**src/rtl/pre_i_pkg.sv**
```systemverilog
// Shared types and constants for the pre-intra DC/planar sequencer.
// Holds the FSM encoding, counter widths and strobe cycle indices.
package pre_i_pkg;

  typedef enum logic [1:0] {
    IDLE = 2'd0,
    RUN  = 2'd1,
    DONE = 2'd2
  } state_e;

  localparam int CNT_W      = 6;
  localparam int BLK_W      = 7;
  localparam int CNT_BM8    = 36;
  localparam int CNT_BM16   = 39;
  localparam int CNT_BM32   = 40;
  localparam int CNT_LATCH8 = 7;

  typedef struct packed {
    logic counterrun1;
    logic counterrun2;
    logic bm8_vld;
    logic bm16_vld;
    logic bm32_vld;
  } strobe_t;

endpackage

```
**src/rtl/pre_i_ctrl_if.sv**
```systemverilog
// Control/status bundle between the pre-intra sequencer and its user.
// master drives start/hold; slave (the sequencer) drives the rest.
interface pre_i_ctrl_if;
  import pre_i_pkg::*;

  logic             start;
  logic             hold;
  logic             ready;
  logic             busy;
  logic             done;
  logic             counterrun1;
  logic             counterrun2;
  logic [CNT_W-1:0] cnt;
  logic [BLK_W-1:0] blockcnt;
  logic             bm8_vld;
  logic             bm16_vld;
  logic             bm32_vld;

  modport master (
    output start, hold,
    input  ready, busy, done,
    input  counterrun1, counterrun2,
    input  cnt, blockcnt,
    input  bm8_vld, bm16_vld, bm32_vld
  );

  modport slave (
    input  start, hold,
    output ready, busy, done,
    output counterrun1, counterrun2,
    output cnt, blockcnt,
    output bm8_vld, bm16_vld, bm32_vld
  );

endinterface

```
**src/rtl/pre_i_strobe_dec.sv**
```systemverilog
// Pure decode of sequencer state/counters into datapath windows
// and best-mode valid strobes; hold (if enabled upstream) masks all.
module pre_i_strobe_dec #(
  parameter int GRAD_LEN = 6,
  parameter int NBLK     = 16
) (
  input  pre_i_pkg::state_e             state,
  input  logic [pre_i_pkg::CNT_W-1:0]   cnt,
  input  logic [pre_i_pkg::BLK_W-1:0]   blockcnt,
  input  logic                          hold,
  output pre_i_pkg::strobe_t            strb
);
  import pre_i_pkg::*;

  logic act;

  assign act = (state == RUN) && !hold;

  always_comb begin
    strb = '0;
    if (act) begin
      strb.counterrun1 = cnt <= CNT_W'(GRAD_LEN - 1);
      strb.counterrun2 = (cnt >= CNT_W'(1))
                      && (cnt <= CNT_W'(GRAD_LEN));
      strb.bm8_vld     = cnt == CNT_W'(CNT_BM8);
      strb.bm16_vld    = (cnt == CNT_W'(CNT_BM16))
                      && (blockcnt[1:0] == 2'b00);
      strb.bm32_vld    = (cnt == CNT_W'(CNT_BM32))
                      && (blockcnt == BLK_W'(NBLK));
    end
  end

endmodule

```
**src/rtl/pre_i_ctrl.sv**
```systemverilog
// Pre-intra LCU sequencer: walks sixteen 8x8 blocks of 41 cycles each.
// Optional freeze input enabled by defining PRE_I_CTRL_HOLD_EN.
module pre_i_ctrl #(
  parameter int CNT_MAX  = 40,
  parameter int GRAD_LEN = 6,
  parameter int NBLK     = 16
) (
  input logic         clk,
  input logic         rstn,
  pre_i_ctrl_if.slave bus
);
  import pre_i_pkg::*;

  state_e           state_q, state_d;
  logic [CNT_W-1:0] cnt_q, cnt_d;
  logic [BLK_W-1:0] blk_q, blk_d;
  logic             hold_act;
  logic             last_cnt;
  logic             last_blk;
  strobe_t          strb;

`ifdef PRE_I_CTRL_HOLD_EN
  assign hold_act = bus.hold;
`else
  logic unused_hold;
  assign unused_hold = bus.hold;
  assign hold_act    = 1'b0;
`endif

  assign last_cnt = cnt_q == CNT_W'(CNT_MAX);
  assign last_blk = blk_q == BLK_W'(NBLK);

  always_ff @(posedge clk or negedge rstn) begin
    if (!rstn) begin
      state_q <= IDLE;
      cnt_q   <= '0;
      blk_q   <= '0;
    end else begin
      state_q <= state_d;
      cnt_q   <= cnt_d;
      blk_q   <= blk_d;
    end
  end

  always_comb begin
    state_d = state_q;
    unique case (state_q)
      IDLE:    if (bus.start) state_d = RUN;
      RUN:     if (!hold_act && last_cnt && last_blk)
                 state_d = DONE;
      DONE:    state_d = IDLE;
      default: state_d = IDLE;
    endcase
  end

  // Counters park at zero outside RUN so blockcnt reads 0 when idle.
  always_comb begin
    cnt_d = cnt_q;
    blk_d = blk_q;
    unique case (state_q)
      IDLE: begin
        if (bus.start) begin
          cnt_d = '0;
          blk_d = BLK_W'(1);
        end
      end
      RUN: begin
        if (!hold_act) begin
          if (last_cnt) begin
            cnt_d = '0;
            blk_d = last_blk ? '0 : blk_q + 1'b1;
          end else begin
            cnt_d = cnt_q + 1'b1;
          end
        end
      end
      default: begin
        cnt_d = '0;
        blk_d = '0;
      end
    endcase
  end

  pre_i_strobe_dec #(
    .GRAD_LEN (GRAD_LEN),
    .NBLK     (NBLK)
  ) u_dec (
    .state    (state_q),
    .cnt      (cnt_q),
    .blockcnt (blk_q),
    .hold     (hold_act),
    .strb     (strb)
  );

  always_comb begin
    bus.ready       = state_q == IDLE;
    bus.busy        = state_q == RUN;
    bus.done        = state_q == DONE;
    bus.cnt         = cnt_q;
    bus.blockcnt    = blk_q;
    bus.counterrun1 = strb.counterrun1;
    bus.counterrun2 = strb.counterrun2;
    bus.bm8_vld     = strb.bm8_vld;
    bus.bm16_vld    = strb.bm16_vld;
    bus.bm32_vld    = strb.bm32_vld;
  end

endmodule

```
**src/flat_wrapper.sv**
```systemverilog
// flat-port wrapper written by rule: the top's interface ports become plain ports
module pre_i_ctrl_flat import pre_i_pkg::*;
#(
  parameter int CNT_MAX  = 40,
  parameter int GRAD_LEN = 6,
  parameter int NBLK     = 16
)
  (clk, rstn, bus_start, bus_hold, bus_ready, bus_busy, bus_done, bus_counterrun1, bus_counterrun2, bus_cnt, bus_blockcnt, bus_bm8_vld, bus_bm16_vld, bus_bm32_vld);
  pre_i_ctrl_if bus_i ();
  input logic clk;
  input logic rstn;
  input wire logic [$bits(bus_i.start)-1:0] bus_start;
  input wire logic [$bits(bus_i.hold)-1:0] bus_hold;
  output wire logic [$bits(bus_i.ready)-1:0] bus_ready;
  output wire logic [$bits(bus_i.busy)-1:0] bus_busy;
  output wire logic [$bits(bus_i.done)-1:0] bus_done;
  output wire logic [$bits(bus_i.counterrun1)-1:0] bus_counterrun1;
  output wire logic [$bits(bus_i.counterrun2)-1:0] bus_counterrun2;
  output wire logic [$bits(bus_i.cnt)-1:0] bus_cnt;
  output wire logic [$bits(bus_i.blockcnt)-1:0] bus_blockcnt;
  output wire logic [$bits(bus_i.bm8_vld)-1:0] bus_bm8_vld;
  output wire logic [$bits(bus_i.bm16_vld)-1:0] bus_bm16_vld;
  output wire logic [$bits(bus_i.bm32_vld)-1:0] bus_bm32_vld;
  assign bus_i.start = bus_start;
  assign bus_i.hold = bus_hold;
  assign bus_ready = bus_i.ready;
  assign bus_busy = bus_i.busy;
  assign bus_done = bus_i.done;
  assign bus_counterrun1 = bus_i.counterrun1;
  assign bus_counterrun2 = bus_i.counterrun2;
  assign bus_cnt = bus_i.cnt;
  assign bus_blockcnt = bus_i.blockcnt;
  assign bus_bm8_vld = bus_i.bm8_vld;
  assign bus_bm16_vld = bus_i.bm16_vld;
  assign bus_bm32_vld = bus_i.bm32_vld;
  pre_i_ctrl #(.CNT_MAX(CNT_MAX), .GRAD_LEN(GRAD_LEN), .NBLK(NBLK)) u_core (.clk(clk), .rstn(rstn), .bus(bus_i));
endmodule
```
**config.mk**
```make
export PLATFORM = sky130hd
export DESIGN_NAME = pre_i_ctrl_flat
export DESIGN_NICKNAME = d
export VERILOG_FILES = /design/src/rtl/pre_i_pkg.sv /design/src/rtl/pre_i_ctrl_if.sv /design/src/rtl/pre_i_strobe_dec.sv /design/src/rtl/pre_i_ctrl.sv /design/src/flat_wrapper.sv
export SDC_FILE = /design/constraint.sdc
export NUM_CORES = 1
export LEC_CHECK = 0
export CAP_MARGIN = 30
export CORE_ASPECT_RATIO = 1.25
export CORE_MARGIN = 4
export CORE_UTILIZATION = 47
export CTS_CLUSTER_DIAMETER = 40
export DETAILED_ROUTE_END_ITERATION = 10
export GPL_ROUTABILITY_DRIVEN = 0
export MAX_ROUTING_LAYER = met4
export PLACE_DENSITY = 0.78
export SLEW_MARGIN = 40
export SYNTH_ARGS = -nofsm -noshare
export SYNTH_HDL_FRONTEND = slang
export SYNTH_HIERARCHICAL = 1
export SYNTH_SLANG_ARGS = --single-unit
```
**constraint.sdc**
```tcl
create_clock -name clk -period 3.5 [get_ports clk]
set_input_delay 0.35 -clock clk [delete_from_list [all_inputs] [get_ports clk]]
set_output_delay 0.35 -clock clk [all_outputs]
set_load 0.05 [all_outputs]
```
# Word-level counts from Yosys, hierarchy flattened
# Cells that the tools add are included.
# op_classes
magnitude_cmp	3
n_addsub	2
n_mux	11
eq_ne	9
n_reduce_logical	7
# ops
op	n
two-way mux 7 bit	3
equality test 6 bit, second input constant	3
case mux 7 bit (2 select lines)	1
less-or-equal comparator 6 x 3 -> 1 bit, second input constant	2
two-way mux 6 bit	2
case mux 6 bit (2 select lines)	1
adder 7 x 1 -> 7 bit, second input constant	1
equality test 7 x 5 -> 1 bit, second input constant	1
adder 6 x 1 -> 6 bit, second input constant	1
>= comparator 6 x 1 -> 1 bit, second input constant	1
two-way mux 5 bit	1
logical NOT 2 bit	2
two-way mux 2 bit	2
inequality test 2 x 1 -> 1 bit, second input constant	2
case mux 2 bit (2 select lines)	1
AND reduction 2 bit	2
logical AND 1 bit	3
equality test 2 x 1 -> 1 bit, second input constant	1
equality test 2 bit, second input constant	1
inequality test 2 bit, second input constant	1
# word_totals
reg_bits	15
out_inout_bits	21
inputBits	4
wordCells	35

# Logic depth before layout (Yosys ltp)
# depth
ltp_word	4
depth_mapped	7
ltp_nobuf	6

# Cells and area by module
# Netlist, hierarchy kept.
# modules_own_cells
module	n_inst	cells_each	seq_area_each_um2	area_per_inst_um2
pre_i_ctrl	1	86	375.4	838.3
pre_i_strobe_dec	1	16	0.0	137.6

# Least setup slack after synthesis
# OpenSTA, ideal clock, no wires.
# synth_timing
path_kind	flip-flop to output port
from	reg u_core.cnt_q[4] (netlist: u_core/bus.cnt[4])
to	out bus_bm16_vld
required_time_ns	3.150
slack_ns	1.322
stages_incl_launch_ff	4
path_buffers	0
t_arrival_ns	1.828
path_cell_list	dfrtp_1 -> nor4b_4 -> nand3_2 -> nor3_2
# synth_via
elab_chain_len	3
# synth_rtl
element	line	rtl
start: declaration	pre_i_ctrl.sv:15	logic [CNT_W-1:0] cnt_q, cnt_d;
start signal: assignment	pre_i_ctrl.sv:40	cnt_q <= cnt_d;
equality test 6 bit	pre_i_strobe_dec.sv:26	strb.bm16_vld = (cnt == CNT_W'(CNT_BM16))
logical AND 1 bit	pre_i_strobe_dec.sv:27	&& (blockcnt[1:0] == 2'b00);
two-way mux 5 bit	pre_i_strobe_dec.sv:21	if (act) begin
end: declaration	flat_wrapper.sv:22	output wire logic [$bits(bus_i.bm16_vld)-1:0] bus_bm16_vld;
# No other way between the ends.

# Final worst setup path
# Ends and elaborated chain as after synthesis.

==> reports/qor.yml <==
outcome:
  status: "complete, no violations"
place:
  dp_slack_ns: 1.16
  dp_hpwl_mm: 1.62
  port_buffers: 23
  place_area_sq_um: 1210
  dp.cells: 143
cells_and_area:
  antennaDiodeCount: 0
  synthToLayoutAreaGrowth_pct: 26.9
  finalNonFillerCells: 147
  final_area_sq_um: 1240
  fin_util_pct: 62.5
  drive_above_1_share_pct: 11.8
  final_net_count: 136
global_route:
  grt_max_degree: 16
  grt_first_pass_wirelength_mm: 3.66
  grt_pass1_vias: 835
  grt_use_total_pct: 16.6
  grt_antenna_before_repair: 0
  grt_overflow: 0
sta:
  rsz0062_at_grt: "no"
  worst_slew_pin_slew_ns: 0.693
  final_max_slew_viol_count: 0
  hold_viol_final: 0
  period_needed_ns: 2.64
  period_share_pct: 75.3
  finClkSkew_ns: 0.00345
  fmax_ghz: 0.379
  tns_ns: 0
  max_slew_margin_pct: 53.7
  worst_slack_ns: 0.863
  setup_viol: 0
detailed_routing:
  first_pass_iters: 4
  drcViolationCount: 0
  wl_per_cell_microns: 15.1
  drtIter0Drc: 20
  route.vias.total: 874
  ant_nets: 0
  vias_per_cell: 5.95
  routed_wl_mm: 2.23
clock_tree:
  clkTransAtPathRegs_ns: 0.09
  cts_hold_buf: 0
  htree_levels: 1
  post_cts_buffers: 0
  cts_resized: 0
  cts_tree: "yes"
  cts_buffers: 3
  clock_sinks: 15
  cts-root-buf: "clkbuf_4"
  clk_latency_ns: 0.28
  ctsLongestPathBuffers: 2
yosys:
  synth-warning-count: 6
  yosysMostFrequentCell: "dfrtp_1"
  synth_flop_cell: "dfrtp_1"
  synth_nets: 110
  async_flop_share_pct: 100
  synth_top_cell_area_share_pct: 38.5
  syn-cell-area_sq_um: 976
  synth_cells: 102
  seq_area_frac_synth_pct: 38.5
  netlist_top_cells_area: "dfrtp_1 38%, ha_1 5.1%, a21oi_1 3.6%"
  synth_area_per_cell_sq_um: 9.57
  ys_ff_latch: 15
  yosysTopAreaCell: "dfrtp_1"
  yosysUniqueCellTypes: 38
  synth_edf_count: 0
  ys_top_cells_by_count: "15 x dfrtp_1, 9 x nor2_1, 7 x a21oi_1"
die:
  initial_core_util_pct: 49.2
  dieHeight_microns: 58.9
  die_w_microns: 48.8
  num_rows: 18
  ios: 25
  die_area_sq_um: 2870
  core_area_sq_um: 1980
setup_path:
  crit_path_start_kind: "register"
  cp_data_required_time_ns: 3.15
  critPathMaxFanout: 6
  arrival_ns: 2.29
  reg2reg_slack_ns: 1.48
  path_class: "reg2out"
  worstSetupEndpointType: "primary output"
power:
  leakage_nw: 0.522
  ir_drop_mv: 0.429
  power_density_nw_per_um2: 782
min_path:
  hold_path.class: "in2async"
flow_run:
  drv_cap: 0
state kept, by name, indices dropped and copies added (netlist names):
register,count
u_core/bus.blockcnt,7
u_core/bus.cnt,6
u_core/state_q,2
placed cells by master (no fill, tap or decap), drive strengths merged, types with 4 or more instances in the layout:
master | netlist | final
clkdlybuf4s50 | 0 | 23
dfrtp | 15 | 15
nor2 | 10 | 10
a21oi | 8 | 8
nand2 | 7 | 7
inv | 6 | 6
or3 | 5 | 5
nand4 | 5 | 5
o21ai | 5 | 5
xor2 | 4 | 4
ha | 4 | 4
clkbuf | 0 | 4
nor3 | 4 | 4
and3 | 4 | 4
cell type report:
class	instances	area (sq um)
Multi-Input combinational cell	79	559
Inverter	6	22.5
Timing Repair Buffer	23	230
Tap cell	20	25.0
Fill cell	183	743
Clock buffer	4	26.3
Sequential cell	15	375
path summary, 6_finish.rpt:
| kind | cells past startpoint | startpoint | endpoint |
|---|---|---|---|
| setup / recovery | 4 | u_core/bus.cnt[4]$_DFFE_PN0P_ | bus_bm16_vld |
| hold / removal | 1 | rstn | u_core/bus.blockcnt[5]$_DFFE_PN0P_ |
| setup reg to reg | 6 | u_core/bus.cnt[0]$_DFFE_PN0P_ | u_core/bus.blockcnt[0]$_DFFE_PN0P_ |
| hold reg to reg | 2 | u_core/bus.blockcnt[4]$_DFFE_PN0P_ | u_core/bus.blockcnt[4]$_DFFE_PN0P_ |
| max in group asynchronous | 1 | rstn | u_core/state_q[0]$_DFFE_PN0P_ |
| min in group clk | 2 | u_core/bus.blockcnt[4]$_DFFE_PN0P_ | u_core/bus.blockcnt[4]$_DFFE_PN0P_ |
cell families (layout without fill, tap and decap cells):
kind of cell,Yosys count,count (layout),share of synthesized area (%)
xor gates and xnor gates,4,4,3.59
and+or+nand+nor,51,51,35.6
DFF,15,15,38.5
adders and majority gates,4,4,5.13
other,1,1,0.384
AOI/OAI and AO/OA,16,16,9.36
muxes,3,3,3.21
buffers and inverters,8,33,4.23
power by group:
part	leakage (nW)	switching (mW)	total, mW	internal, mW
combinational	0.320	0.340	0.535	0.194
sequential	0.187	0.110	0.334	0.225
clock	0.0150	0.0554	0.0996	0.0442
total	0.522	0.505	0.969	0.463
metrics by stage:
step	hold WS [ns]	power, mW
floorplan	0.0544	0.698
global placement	0.583	0.859
detailed placement	0.609	0.871
CTS	0.501	0.971
global route	0.513	1.04
finish	0.480	0.969
metal layers:
metal  part of all wire, %  up-vias  track usage (%)
li1                      -      415                -
met1                    43      419             18.2
met2                    51       40             31.0
met3                   5.8        0             2.28
met4                     0        0             4.62
met5                     0        -                -
critical path, cell delays in order (launching register included):
cell and delay (ns):
dfrtp_1 0.49, nor4b_4 0.38, nand3_2 0.16, nor3_2 0.16, clkdlybuf4s50_1 0.81
(Power assumes the default switching activity.)
==> patch, RTL diff (config.mk and constraints unchanged) <==
The option `PRE_I_CTRL_HOLD_EN` is turned on by a define.
--- a/src/rtl/pre_i_ctrl.sv
+++ b/src/rtl/pre_i_ctrl.sv
@@ -2,2 +2,4 @@
 // Optional freeze input enabled by defining PRE_I_CTRL_HOLD_EN.
+`define PRE_I_CTRL_HOLD_EN
+
 module pre_i_ctrl #(
Function: changed (a bounded check fails within 4 cycles, from zero or initial values and one cycle with rstn low).
==> patch against the original RTL <==
Routed wire length increased by 11%; synthesized area rose by 6.0%; clock power is essentially flat; sequential cell count stayed put; setup slack worse by 0.037 ns; design area is 7.2% higher; total power fell by 14%; largest cell class unchanged; cell count rose by 4.8%; register-to-register slack improved by 0.24 ns.
==> patch: results (changes against the original RTL) <==
Status -> completed
Grt met2 use -> 33.08% (+2.1 points)
Clock Path Buffers -> 2 (unchanged)
Syn_nets -> 114 (+3.6%)
Number of CTS-inserted buffers -> 3 (unchanged)
Synth top area cells -> dfrtp_1, nor2_1, ha_1, xor2_1, a22o_1
Met3 wire len -> 69 um (-47%)
Max FO, Critical Path -> 12 (+6)
Slowest cell on the critical path -> clkdlybuf4s50_1
LEAKAGE -> 0.5452 nW (+4.5%)
Syn avg cell area -> 9.762 sq um (+2.0%)
Fmax -> 373.9 MHz (-1.4%)
Fill cell count -> 170 (-7.1%)
Peak supply drop -> 0.5270 mV (+23%)
Yosys synthesis warning count -> 6 (unchanged)
First-pass GRT wire length -> 4284 um (+17%)
Setup bufs post-CTS -> 0 (unchanged)
Synth top cells by count -> dfrtp_1, nor2_1, nand2_1, inv_1
DP Worst Slack -> 0.9168 ns (-0.2471 ns)
Vias in the first global route -> 918 (+9.9%)
Total routed wirelength -> 2462 um (+11%)
Via/cell ratio -> 6.065 (+2.0%)
Met3 Usage GRT -> 2.457% (+0.18 points)
Setup slack, reg-to-reg -> 1.72 ns (+0.24 ns)
Area post-placement -> 1296 sq um (+6.9%)
# port buffers -> 24 (+4.3%)
Clock skew -> 0.003977 ns (+0.0005279 ns)
GRT Overall Usage -> 19.24% (+2.7 points)
Half-perimeter wire length after placement -> 1845 um (+14%)
Met1 Track Usage GR -> 23.20% (+5.0 points)
Dpl cells -> 149 (+4.2%)
Met1 WL -> 1126 um (+17%)
Distinct cell type count after synthesis -> 45 (+18%)
Ys async rst share -> 100.0% (unchanged)
DR WL/cell -> 15.99 um (+5.5%)
DR top layer -> met4
Initial DRC count -> 19 (-5.0%)
Max H-tree Level -> 1 (unchanged)
Final nets -> 143 (+5.1%)
Proportion of layout cells with a drive suffix above 1 -> 14.18% (+2.4 points)
Slew headroom -> 64.84% (+11 points)
Post-synthesis sequential area ratio -> 36.28% (-2.2 points)
Internal power -> 421.9 uW (-8.9%)
Worst EP arrival -> 2.32 ns (+0.03 ns)
Hold WS -> 0.5014 ns (+0.02173 ns)
DR WL met2 -> 1246 um (+9.8%)
==> patch: critical path: cells and delay by family (launching register included) <==
| kind | cells | cell delay (ns) |
|---|---|---|
| buffers and inverters | 1 | 0.81 |
| AND/OR/NAND/NOR | 3 | 0.69 |
| flip-flops | 1 | 0.54 |
==> patch: area by class of cell <==
cell class	count	area, sq um	share of cell area (%)
clock buffer	4	26.28	1.979
inverter	5	18.77	1.414
multi-input combinational	85	636.9	47.97
sequential	15	375.4	28.28
tap	20	25.02	1.885
timing repair buffer	25	245.2	18.47
==> patch: cell families (layout without fill, tap and decap cells) <==
| logic type | Yosys count | count (layout) | synth area share, % |
|---|---|---|---|
| XOR/XNOR | 5 | 5 | 4.232 |
| AND/OR/NAND/NOR | 57 | 57 | 36.64 |
| AO/OA/AOI/OAI | 18 | 18 | 14.88 |
| buffers and inverters | 6 | 34 | 2.176 |
| multiplexers | 1 | 1 | 0.9674 |
| flip-flops | 15 | 15 | 36.28 |
| adder cells (fa/ha/maj) | 4 | 4 | 4.837 |
==> patch: power groups by stage <==
stage	sequential, mW	clock, mW	combinational [mW]
final	0.299	0.0997	0.436
after global routing	0.310	0.111	0.467
after CTS	0.298	0.103	0.440
after detailed placement	0.302	0	0.438
after global placement	0.300	0	0.432
after floorplan	0.419	0	0.175
==> patch: worst paths after layout <==
path                       cells after the start                    from                endpoint
max                                            4       u_core/state_q[1]            bus_bm16_vld
min in group clk                               1  u_core/bus.blockcnt[1]  u_core/bus.blockcnt[1]
min                                            2                    rstn       u_core/bus.cnt[5]
max in group asynchronous                      2                    rstn  u_core/bus.blockcnt[4]
min reg2reg                                    1  u_core/bus.blockcnt[1]  u_core/bus.blockcnt[1]
max reg2reg                                    6       u_core/bus.cnt[0]  u_core/bus.blockcnt[5]
